`src/rtl/i2s_frame_feature.sv`:
```
// i2s_frame_feature: per-channel DC removal plus per-frame ZCR, energy and mean.
// The selected channel's samples go through a 3-stage pipeline:
//   stage 1 subtracts the previous frame's mean (with saturation),
//   stage 2 squares the result and detects sign changes,
//   stage 3 accumulates energy and crossings.
// The frame closes three cycles after the last sample is accepted.
module i2s_frame_feature #(
  parameter int DATA_WIDTH     = 16,
  parameter int FRAME_LEN_LOG2 = 8,
  parameter int ENERGY_SHIFT   = 8,
  parameter int CHANNEL        = 0
) (
  input  logic                        i_sys_clk,
  input  logic                        i_sys_rst,
  input  logic [DATA_WIDTH-1:0]       i_left_data,
  input  logic [DATA_WIDTH-1:0]       i_right_data,
  input  logic                        i_left_vld,
  input  logic                        i_right_vld,
  input  logic                        i_clear,
  output logic [DATA_WIDTH-1:0]       o_sample,
  output logic                        o_sample_vld,
  output logic [FRAME_LEN_LOG2:0]     o_zcr,
  output logic [2*DATA_WIDTH-1:0]     o_ste,
  output logic [DATA_WIDTH-1:0]       o_mean,
  output logic                        o_frame_vld
);

  localparam int DW = DATA_WIDTH;
  localparam int L  = FRAME_LEN_LOG2;
  localparam int SW = DW + L;        // raw sum width
  localparam int PW = 2 * DW;        // square width
  localparam int EW = 2 * DW + L;    // energy accumulator width
  localparam int ZW = L + 1;         // crossing counter width

  typedef enum logic [1:0] {
    ST_IDLE  = 2'd0,
    ST_ACC   = 2'd1,
    ST_CLOSE = 2'd2
  } state_t;

  // Saturating x - m, evaluated one bit wider than the data.
  function automatic logic [DW-1:0] sat_sub(input logic [DW-1:0] x, input logic [DW-1:0] m);
    logic [DW:0] d;
    d = {x[DW-1], x} - {m[DW-1], m};
    if (d[DW] != d[DW-1]) begin
      sat_sub = d[DW] ? {1'b1, {(DW-1){1'b0}}} : {1'b0, {(DW-1){1'b1}}};
    end else begin
      sat_sub = d[DW-1:0];
    end
  endfunction

  // Shift the energy accumulator down and clamp it to the output width.
  function automatic logic [PW-1:0] sat_ste(input logic [EW-1:0] acc);
    logic [EW-1:0] sh;
    sh = acc >> ENERGY_SHIFT;
    if (|sh[EW-1:PW]) begin
      sat_ste = {PW{1'b1}};
    end else begin
      sat_ste = sh[PW-1:0];
    end
  endfunction

  // Input selection and frame bookkeeping
  logic          sel_vld_s;
  logic [DW-1:0] sel_data_s;
  logic          acc_s;
  logic          wrap_s;
  logic          flush_s;
  logic [DW-1:0] xp_s;
  logic [SW-1:0] sum_next_s;
  logic signed [PW-1:0] prod_s;

  logic [L-1:0]  cnt_r;
  logic [DW-1:0] mean_prev_r;
  logic [SW-1:0] raw_sum_r;
  logic [DW-1:0] frame_mean_r;
  logic          s1_last_r;

  logic [PW-1:0] sq_r;
  logic          cross_r;
  logic          prev_sign_r;
  logic          s2_vld_r;
  logic          s2_last_r;

  logic [EW-1:0] energy_acc_r;
  logic [ZW-1:0] zcr_acc_r;
  logic          s3_last_r;

  state_t        state_r;
  state_t        state_nxt;
  logic          close_s;

  assign sel_vld_s  = (CHANNEL == 0) ? i_left_vld  : i_right_vld;
  assign sel_data_s = (CHANNEL == 0) ? i_left_data : i_right_data;
  assign flush_s    = ~i_sys_rst | i_clear;
  assign acc_s      = sel_vld_s & ~i_clear;
  assign wrap_s     = (cnt_r == {L{1'b1}});
  assign xp_s       = sat_sub(sel_data_s, mean_prev_r);
  assign sum_next_s = raw_sum_r + {{L{sel_data_s[DW-1]}}, sel_data_s};
  assign prod_s     = $signed({{DW{o_sample[DW-1]}}, o_sample}) *
                      $signed({{DW{o_sample[DW-1]}}, o_sample});

  // Stage 1: DC removal, sample counter and raw-sum accumulation
  always_ff @(posedge i_sys_clk) begin
    if (flush_s) begin
      o_sample     <= '0;
      o_sample_vld <= 1'b0;
      s1_last_r    <= 1'b0;
      cnt_r        <= '0;
      raw_sum_r    <= '0;
      frame_mean_r <= '0;
    end else if (acc_s) begin
      o_sample     <= xp_s;
      o_sample_vld <= 1'b1;
      s1_last_r    <= wrap_s;
      cnt_r        <= cnt_r + {{(L-1){1'b0}}, 1'b1};
      if (wrap_s) begin
        // Frame sum is complete with this sample; latch its mean and restart.
        frame_mean_r <= sum_next_s[SW-1:L];
        raw_sum_r    <= '0;
      end else begin
        raw_sum_r    <= sum_next_s;
      end
    end else begin
      o_sample_vld <= 1'b0;
      s1_last_r    <= 1'b0;
    end
  end

  // Stage 2: square and zero-crossing detection; the sign history spans frames
  always_ff @(posedge i_sys_clk) begin
    if (flush_s) begin
      sq_r        <= '0;
      cross_r     <= 1'b0;
      prev_sign_r <= 1'b0;
      s2_vld_r    <= 1'b0;
      s2_last_r   <= 1'b0;
    end else if (o_sample_vld) begin
      sq_r        <= prod_s;
      cross_r     <= (o_sample[DW-1] != prev_sign_r);
      prev_sign_r <= o_sample[DW-1];
      s2_vld_r    <= 1'b1;
      s2_last_r   <= s1_last_r;
    end else begin
      s2_vld_r    <= 1'b0;
      s2_last_r   <= 1'b0;
    end
  end

  // Stage 3: energy and crossing accumulation, restarting with the in-flight sample at close
  always_ff @(posedge i_sys_clk) begin
    if (flush_s) begin
      energy_acc_r <= '0;
      zcr_acc_r    <= '0;
      s3_last_r    <= 1'b0;
    end else begin
      s3_last_r <= s2_vld_r & s2_last_r;
      if (close_s) begin
        energy_acc_r <= s2_vld_r ? {{L{1'b0}}, sq_r} : '0;
        zcr_acc_r    <= s2_vld_r ? {{L{1'b0}}, cross_r} : '0;
      end else if (s2_vld_r) begin
        energy_acc_r <= energy_acc_r + {{L{1'b0}}, sq_r};
        zcr_acc_r    <= zcr_acc_r + {{L{1'b0}}, cross_r};
      end else begin
        energy_acc_r <= energy_acc_r;
        zcr_acc_r    <= zcr_acc_r;
      end
    end
  end

  // Frame results and the mean used for DC removal of the next frame
  always_ff @(posedge i_sys_clk) begin
    if (!i_sys_rst) begin
      o_zcr       <= '0;
      o_ste       <= '0;
      o_mean      <= '0;
      o_frame_vld <= 1'b0;
      mean_prev_r <= '0;
    end else if (i_clear) begin
      // Published results survive a clear; everything else restarts.
      o_frame_vld <= 1'b0;
      mean_prev_r <= '0;
    end else if (close_s) begin
      o_zcr       <= zcr_acc_r;
      o_ste       <= sat_ste(energy_acc_r);
      o_mean      <= frame_mean_r;
      o_frame_vld <= 1'b1;
      mean_prev_r <= frame_mean_r;
    end else begin
      o_frame_vld <= 1'b0;
    end
  end

  // Frame-progress state register
  always_ff @(posedge i_sys_clk) begin
    if (flush_s) begin
      state_r <= ST_IDLE;
    end else begin
      state_r <= state_nxt;
    end
  end

  // Frame-progress next state; the close event is only honoured in CLOSE
  always_comb begin
    state_nxt = state_r;
    close_s   = 1'b0;
    case (state_r)
      ST_IDLE: begin
        if (acc_s) begin
          state_nxt = wrap_s ? ST_CLOSE : ST_ACC;
        end else begin
          state_nxt = ST_IDLE;
        end
      end
      ST_ACC: begin
        if (acc_s && wrap_s) begin
          state_nxt = ST_CLOSE;
        end else begin
          state_nxt = ST_ACC;
        end
      end
      ST_CLOSE: begin
        if (s3_last_r) begin
          close_s   = 1'b1;
          state_nxt = (acc_s || (cnt_r != {L{1'b0}})) ? ST_ACC : ST_IDLE;
        end else begin
          state_nxt = ST_CLOSE;
        end
      end
      default: begin
        state_nxt = ST_IDLE;
      end
    endcase
  end

endmodule

```
`config.mk`:
```
export PLATFORM = sky130hd
export DESIGN_NAME = i2s_frame_feature
export DESIGN_NICKNAME = d
export VERILOG_FILES = /design/src/rtl/i2s_frame_feature.sv
export SDC_FILE = /design/constraint.sdc
export NUM_CORES = 1
export LEC_CHECK = 0
export ABC_AREA = 1
export ABC_CLOCK_PERIOD_IN_PS = 8500
export CAP_MARGIN = 20
export CORE_ASPECT_RATIO = 0.9
export CORE_UTILIZATION = 63
export DETAILED_ROUTE_END_ITERATION = 6
export PLACE_DENSITY = 0.95
export SYNTH_ARGS = -nofsm -noshare
export SYNTH_HDL_FRONTEND = slang
export SYNTH_SLANG_ARGS = --single-unit
```
`constraint.sdc`:
```
create_clock -name i_sys_clk -period 8.5 [get_ports i_sys_clk]
set_input_delay 1.7 -clock i_sys_clk [delete_from_list [all_inputs] [get_ports i_sys_clk]]
set_output_delay 1.7 -clock i_sys_clk [all_outputs]
set_load 0.005 [all_outputs]
```
=== After elaboration in Yosys (flattened, before gate mapping) ===
Cells that the tools add are included.

* Output and inout bits: 75
* Input port bits: 37
* Register bits after elaboration: 228

* Multiplexer cells: 20
* $mul: 1
* Bitwise logic cells: 7
* Reduce and logical (&&, ||, !) cells: 10
* Add/sub/neg operators: 5
* Equal/unequal tests: 5

{| class="wikitable"
|+ Operators with widths
! kind !! count
|-
| $mux W40 || 2
|-
| $add A40 B32 Y40 || 1
|-
| $mul A16 B16 Y32 || 1
|-
| $mux W16 || 2
|-
| $mux W32 || 1
|-
| $add A24 B24 Y24 || 1
|-
| $mux W24 || 1
|-
| $mux W9 || 2
|-
| $sub A16 B16 Y17 || 1
|-
| $add A9 B1 Y9 || 1
|-
| $add A8 B1 Y8 const B || 1
|-
| $eq A8 B8 Y1 const B || 1
|-
| $mux W2 || 4
|-
| $reduce_bool A8 Y1 || 1
|-
| $mux W1 || 7
|-
| $pmux W2 S3 || 1
|-
| $reduce_or A2 Y1 || 3
|-
| $not A1 Y1 || 4
|-
| $reduce_and A2 Y1 || 2
|-
| $and A1 B1 Y1 || 2
|-
| $eq A2 B1 Y1 const B || 1
|-
| $eq A2 B2 Y1 const B || 1
|-
| $logic_not A2 Y1 || 1
|-
| $ne A1 B1 Y1 || 2
|-
| 4 further kinds || 4
|}

=== Logic depth before layout (Yosys ltp) ===
* Depth after elaboration: 6
* Mapped depth: 29
* Gate-level depth less buffers: 27

=== Least setup slack after synthesis ===
OpenSTA, ideal clock, no wires.

* Kind: register -> register
* Start: reg o_sample[15]
* End: reg sq_r[30]
* Stages on the path, launching flop included: 25
* Path slack: 2,531 ps
* Period minus slack after synthesis: 5,969 ps
* Arrival time: 5,852 ps
* Setup time: 117 ps
* Buffers on the path: 2
* Path through: dfxtp_1 > clkbuf_1 > buf_1 > nand2_1 > fa_1 > inv_1 > fa_1 > fa_1 > inv_1 > fa_1 > inv_1 > fa_1 > inv_1 > fa_1 > inv_1 > ha_1 > inv_1 > nor3_1 > nand2_1 > inv_1 > nand3_1 > nand3_1 > nand2_1 > nor2_1 > nor2_1

* Longest elaborated chain between the ends: 1

{| class="wikitable"
|+ Ends and longest elaborated chain
! item !! RTL line !! source
|-
| start: declaration || 20 || <nowiki>output logic [DATA_WIDTH-1:0] o_sample,</nowiki>
|-
| start signal: assignment || 113 || <nowiki>o_sample <= xp_s;</nowiki>
|-
| $mul A16 B16 Y32 || 100 || <nowiki>assign prod_s = $signed({{DW{o_sample[DW-1]}}, o_sample}) *</nowiki>
|-
| end signal: assignment || 139 || <nowiki>sq_r <= prod_s;</nowiki>
|-
| end: declaration || 79 || <nowiki>logic [PW-1:0] sq_r;</nowiki>
|}

No other way between the ends.
A chain may end at the register's enable or synchronous reset.

=== Final worst setup path ===
* Start: reg o_sample[5]
* End: reg sq_r[24]

The elaborated chain is that of the path after synthesis.

==> impl_summary.md <==
Routing
The first routing iteration left 1705 violations. The first TritonRoute pass finished after 6 iterations. The routed length per instance is about 16 microns. The number of vias in the routed layout is between 20000 and 25000.

Wire segments on met2 add up to roughly 29000 microns in the final route. The highest routing layer actually used is met4. Once detail routing completed, the nets flagged for antenna violations numbered 0. Detailed routing placed a total of roughly 5200 microns of wire on met3. After detailed routing, the number of vias per cell comes to about 5.6. The routed metal-1 wire length is about 24000 microns. For this run, design rule violations remaining after detail routing come to 0.

The final layout contains routed wiring with a total length of 61500 microns.

Critical path
The maximum net fanout on the critical path is 20. The required time reported for the critical path endpoint is approximately 9000 ps. STA classifies the critical path endpoint as a register. Data arrives at the worst endpoint at a little over 7000 ps. The startpoint type of the worst setup path is a register.

The worst setup path category is reg2reg.

Synth
For this run, the number of Yosys warnings is 0. The synthesized netlist net count is about 3700. The total of flip-flops plus latches after synthesis is between 200 and 250. In this run the cell area of the synthesized design comes to between 0.02 and 0.025 sq mm. The xor and xnor fraction of the mapped netlist area is 0.0241.

Of the total synthesized cell area, the portion taken by AND, OR, NAND and NOR gates is 0.235. The complex-gate fraction of the synthesized area is 0.106. The combinational family with the most area after synthesis is adder cells.

Of the total synthesized cell area, the portion taken by full adders, half adders and majority gates is 0.298. The post-synthesis cell count is approximately 3300. After synthesis, the share of cell area in mux cells is 0.

The fraction of the yosys area taken by sequential cells is 0.198. The number of library cell types mapped by synthesis is 44. The post-synthesis average cell area is around 7 sq um.

CTS
The number of setup buffers added after CTS is 0. CTS saw about 230 sinks. Gates resized during post-CTS repair numbered 0.

The CTS H-tree depth is 1. The total clock buffers created by CTS is 22. Counting along the longest clock path gives a buffer depth of 3.

Hold repair after CTS inserted 0 buffers. The CTS clock-pin slew for the worst setup and hold paths is around 70 ps. The TritonCTS clock tree is yes.

The root buffer cell chosen for the clock tree is sky130_fd_sc_hd__clkbuf_16. The clock latency reported for the late side of the worst-skew pair is roughly 540 ps.

Layout
The commonest non-fill, non-tap cell in the layout is sky130_fd_sc_hd__nand2_1. The fraction of layout cells with a size suffix above 1 is 0.0251. Measured on the finished design, the core utilization comes to 0.704. Leaving out fill and tap cells, the most frequent cells in the layout are 820 x sky130_fd_sc_hd__nand2_1, 724 x sky130_fd_sc_hd__inv_1, 265 x sky130_fd_sc_hd__a21oi_1. At the end of the flow, the number of nets in the layout was between 3000 and 4000. Relative to the synthesized area, the layout overhead comes to 9.00%. Fill cells in the final layout number 2846. The cell area after layout is roughly 0.025 sq mm. The number of antenna diodes in the final layout is 0.

Floorplanning
The row count is 65. The I/O pin total is around 110. The die is between 150 and 200 microns tall. The die covers between 0.03 and 0.04 sq mm. The core region is ~0.035 sq mm.

The floorplan step set the die width to ~200 microns. For this configuration, the core starts out at a cell density of 0.646.

GRT
Entering global routing, the biggest net connects between 80 and 90 pins. The total track usage is 0.338. The global-route congestion overflow total is 0.

The via count of the first global-routing pass is 21300. The first-pass GRT wire length is slightly above 100000 microns. The number of antenna violations at the first check in global routing is 0.

STA
The sum of negative setup slack is 0 ps. The number of setup violations in the final report is 0. The number of slew-limit violations in the final report is 0. The final critical-path setup slack is approximately 1900 ps. The number of hold-slack violations in the final timing report is 0. The worst clock skew on the final layout is 21.3 ps.

The routed design could run at a clock period as short as approximately 6600 ps. For the pin with the worst max-slew slack, the measured transition is approximately 1000 ps. Setup repair after global routing left no endpoint under its margin.

The headroom to the max-slew limit is 0.300. In the finished design, the share of the clock period the worst path needs comes to 0.781. Based on the critical path, the design can be clocked at up to approximately 0.15 GHz.

Placement
Detailed placement finished with a half-perimeter wire length of approximately 48000 microns. OpenSTA, run right after detailed placement, puts the worst setup slack at around 2100 ps. The routability-driven placement congestion ratio is 1.05.

The post-detailed-placement cell area is around 0.024 sq mm. The number of buffer cells added on primary ports is 94.

Run status
The flow ran to the end, and the final reports show no timing, DRC or antenna violations.

Power and ir drop
The cell area power density is around 110 mW/mm^2. The maximum ir drop on the vdd rail is 0.136 mV. The total leakage power is about 13 nW.

Flow run
The max-capacitance violation count is 0.

Worst hold path
The type of the most critical hold path is reg2reg.
-- cell type report --
class | count | area (sq um) | area share
Multi-Input combinational cell | 2233 | 15200 | 0.608
Sequential cell | 227 | 4540 | 0.182
Inverter | 734 | 2760 | 0.110
Timing Repair Buffer | 116 | 1120 | 0.0447
Tap cell | 469 | 587 | 0.0235
Clock buffer | 26 | 576 | 0.0230
Clock inverter | 14 | 204 | 0.00817
-- registers in the layout, indices dropped and copies added (netlist names) --
register      cells
s1_last_r         1
zcr_acc_r         9
mean_prev_r      16
o_frame_vld       1
state_r           2
s2_vld_r          1
cnt_r             8
s3_last_r         1
s2_last_r         1
cross_r           1
o_ste            32
o_sample         16
o_sample_vld      1
raw_sum_r        24
o_mean           16
sq_r             31
energy_acc_r     40
prev_sign_r       1
frame_mean_r     16
o_zcr             9
-- cell families after synthesis --
kind of cell    after synthesis
buf+inv                     835
xor+xnor                     63
compound gates              458
flops                       227
fa+ha+maj                   403
simple gates               1309
-- final timing paths --
check        slack, ps  cells after the start         to   startpoint
min                440                      2  s3_last_r    s2_last_r
max reg2reg       1860                     20   sq_r[24]  o_sample[5]
min reg2reg        440                      2  s3_last_r    s2_last_r
max               1860                     20   sq_r[24]  o_sample[5]
-- through the flow --
stage / std cells / hold slack (ps) / power (mW)
global placement: 3777 / 415 / 1.67
finish: 3819 / 436 / 2.75
floorplan: 3295 / 410 / 1.52
global route: 3819 / 454 / 2.87
detailed placement: 3777 / 428 / 1.69
CTS: 3817 / 439 / 2.75
-- per-layer routing --
layer,vias up,global-route usage
met5,-,0
met4,0,0.164
met3,236,0.0615
met2,969,0.575
met1,9913,0.415
li1,10200,-
-- critical path, stage by stage, from the launching register on --
cell and delay, ps:
sky130_fd_sc_hd__dfxtp_1 960, sky130_fd_sc_hd__nand2_1 300, sky130_fd_sc_hd__fa_1 580, sky130_fd_sc_hd__inv_1 80
sky130_fd_sc_hd__fa_1 740, sky130_fd_sc_hd__fa_1 510, sky130_fd_sc_hd__fa_1 500, sky130_fd_sc_hd__fa_1 510
sky130_fd_sc_hd__inv_1 50, sky130_fd_sc_hd__fa_1 470, sky130_fd_sc_hd__inv_1 40, sky130_fd_sc_hd__ha_1 370
sky130_fd_sc_hd__nand2_1 210, sky130_fd_sc_hd__o21ai_0 170, sky130_fd_sc_hd__a21oi_1 200, sky130_fd_sc_hd__nand3_1 150
sky130_fd_sc_hd__nand2_1 80, sky130_fd_sc_hd__inv_1 40, sky130_fd_sc_hd__o21ai_0 420, sky130_fd_sc_hd__nand2_1 90
sky130_fd_sc_hd__inv_1 70
-- Yosys cell counts --
master | instances | area share
sky130_fd_sc_hd__o21ai_0 | 133 | 0.029
sky130_fd_sc_hd__or2_2 | 7 | 0.0019
sky130_fd_sc_hd__nor4_2 | 1 | 0.00055
sky130_fd_sc_hd__nand2_2 | 3 | 0.00082
sky130_fd_sc_hd__a211oi_1 | 1 | 0.00033
sky130_fd_sc_hd__a41oi_1 | 1 | 0.00038
sky130_fd_sc_hd__xor2_1 | 52 | 0.020
sky130_fd_sc_hd__ha_1 | 166 | 0.091
sky130_fd_sc_hd__nor3b_1 | 1 | 0.00033
sky130_fd_sc_hd__nand3_1 | 194 | 0.042
sky130_fd_sc_hd__buf_4 | 3 | 0.00098
sky130_fd_sc_hd__a21o_1 | 7 | 0.0023
sky130_fd_sc_hd__a31o_2 | 2 | 0.00076
sky130_fd_sc_hd__inv_1 | 725 | 0.12
sky130_fd_sc_hd__nand2b_1 | 1 | 0.00027
sky130_fd_sc_hd__nor2_1 | 195 | 0.032
sky130_fd_sc_hd__buf_1 | 13 | 0.0021
sky130_fd_sc_hd__inv_2 | 6 | 0.00098
sky130_fd_sc_hd__o31ai_1 | 3 | 0.00098
sky130_fd_sc_hd__a21oi_1 | 265 | 0.058
sky130_fd_sc_hd__nand3b_1 | 7 | 0.0023
sky130_fd_sc_hd__o21bai_1 | 17 | 0.0056
sky130_fd_sc_hd__buf_8 | 1 | 0.00066
sky130_fd_sc_hd__xnor2_1 | 11 | 0.0042
sky130_fd_sc_hd__a21boi_0 | 1 | 0.00033
sky130_fd_sc_hd__and3_1 | 4 | 0.0011
sky130_fd_sc_hd__clkinv_1 | 3 | 0.00049
sky130_fd_sc_hd__clkbuf_1 | 74 | 0.012
sky130_fd_sc_hd__buf_6 | 2 | 0.00098
sky130_fd_sc_hd__nand4_1 | 37 | 0.010
sky130_fd_sc_hd__nor4_1 | 5 | 0.0014
sky130_fd_sc_hd__nand2_1 | 820 | 0.13
sky130_fd_sc_hd__nor3_1 | 27 | 0.0059
sky130_fd_sc_hd__a31oi_1 | 1 | 0.00027
sky130_fd_sc_hd__o21a_1 | 3 | 0.00098
sky130_fd_sc_hd__o22ai_1 | 16 | 0.0044
sky130_fd_sc_hd__and2_1 | 4 | 0.0011
sky130_fd_sc_hd__buf_2 | 8 | 0.0017
sky130_fd_sc_hd__dfxtp_1 | 227 | 0.20
sky130_fd_sc_hd__o21ai_1 | 2 | 0.00044
sky130_fd_sc_hd__fa_1 | 237 | 0.21
sky130_fd_sc_hd__nor2_2 | 3 | 0.00082
sky130_fd_sc_hd__o211ai_1 | 5 | 0.0016
sky130_fd_sc_hd__a21oi_2 | 1 | 0.00038
-- power breakdown --
group / switching, mW / leakage [nW] / total (mW) / internal [mW]
logic: 0.385 / 11.0 / 0.588 / 0.202
clock network: 0.453 / 0.371 / 1.07 / 0.616
registers: 0.0231 / 1.83 / 1.10 / 1.07
total: 0.861 / 13.2 / 2.75 / 1.89
Power figures use the tool's default switching activity.
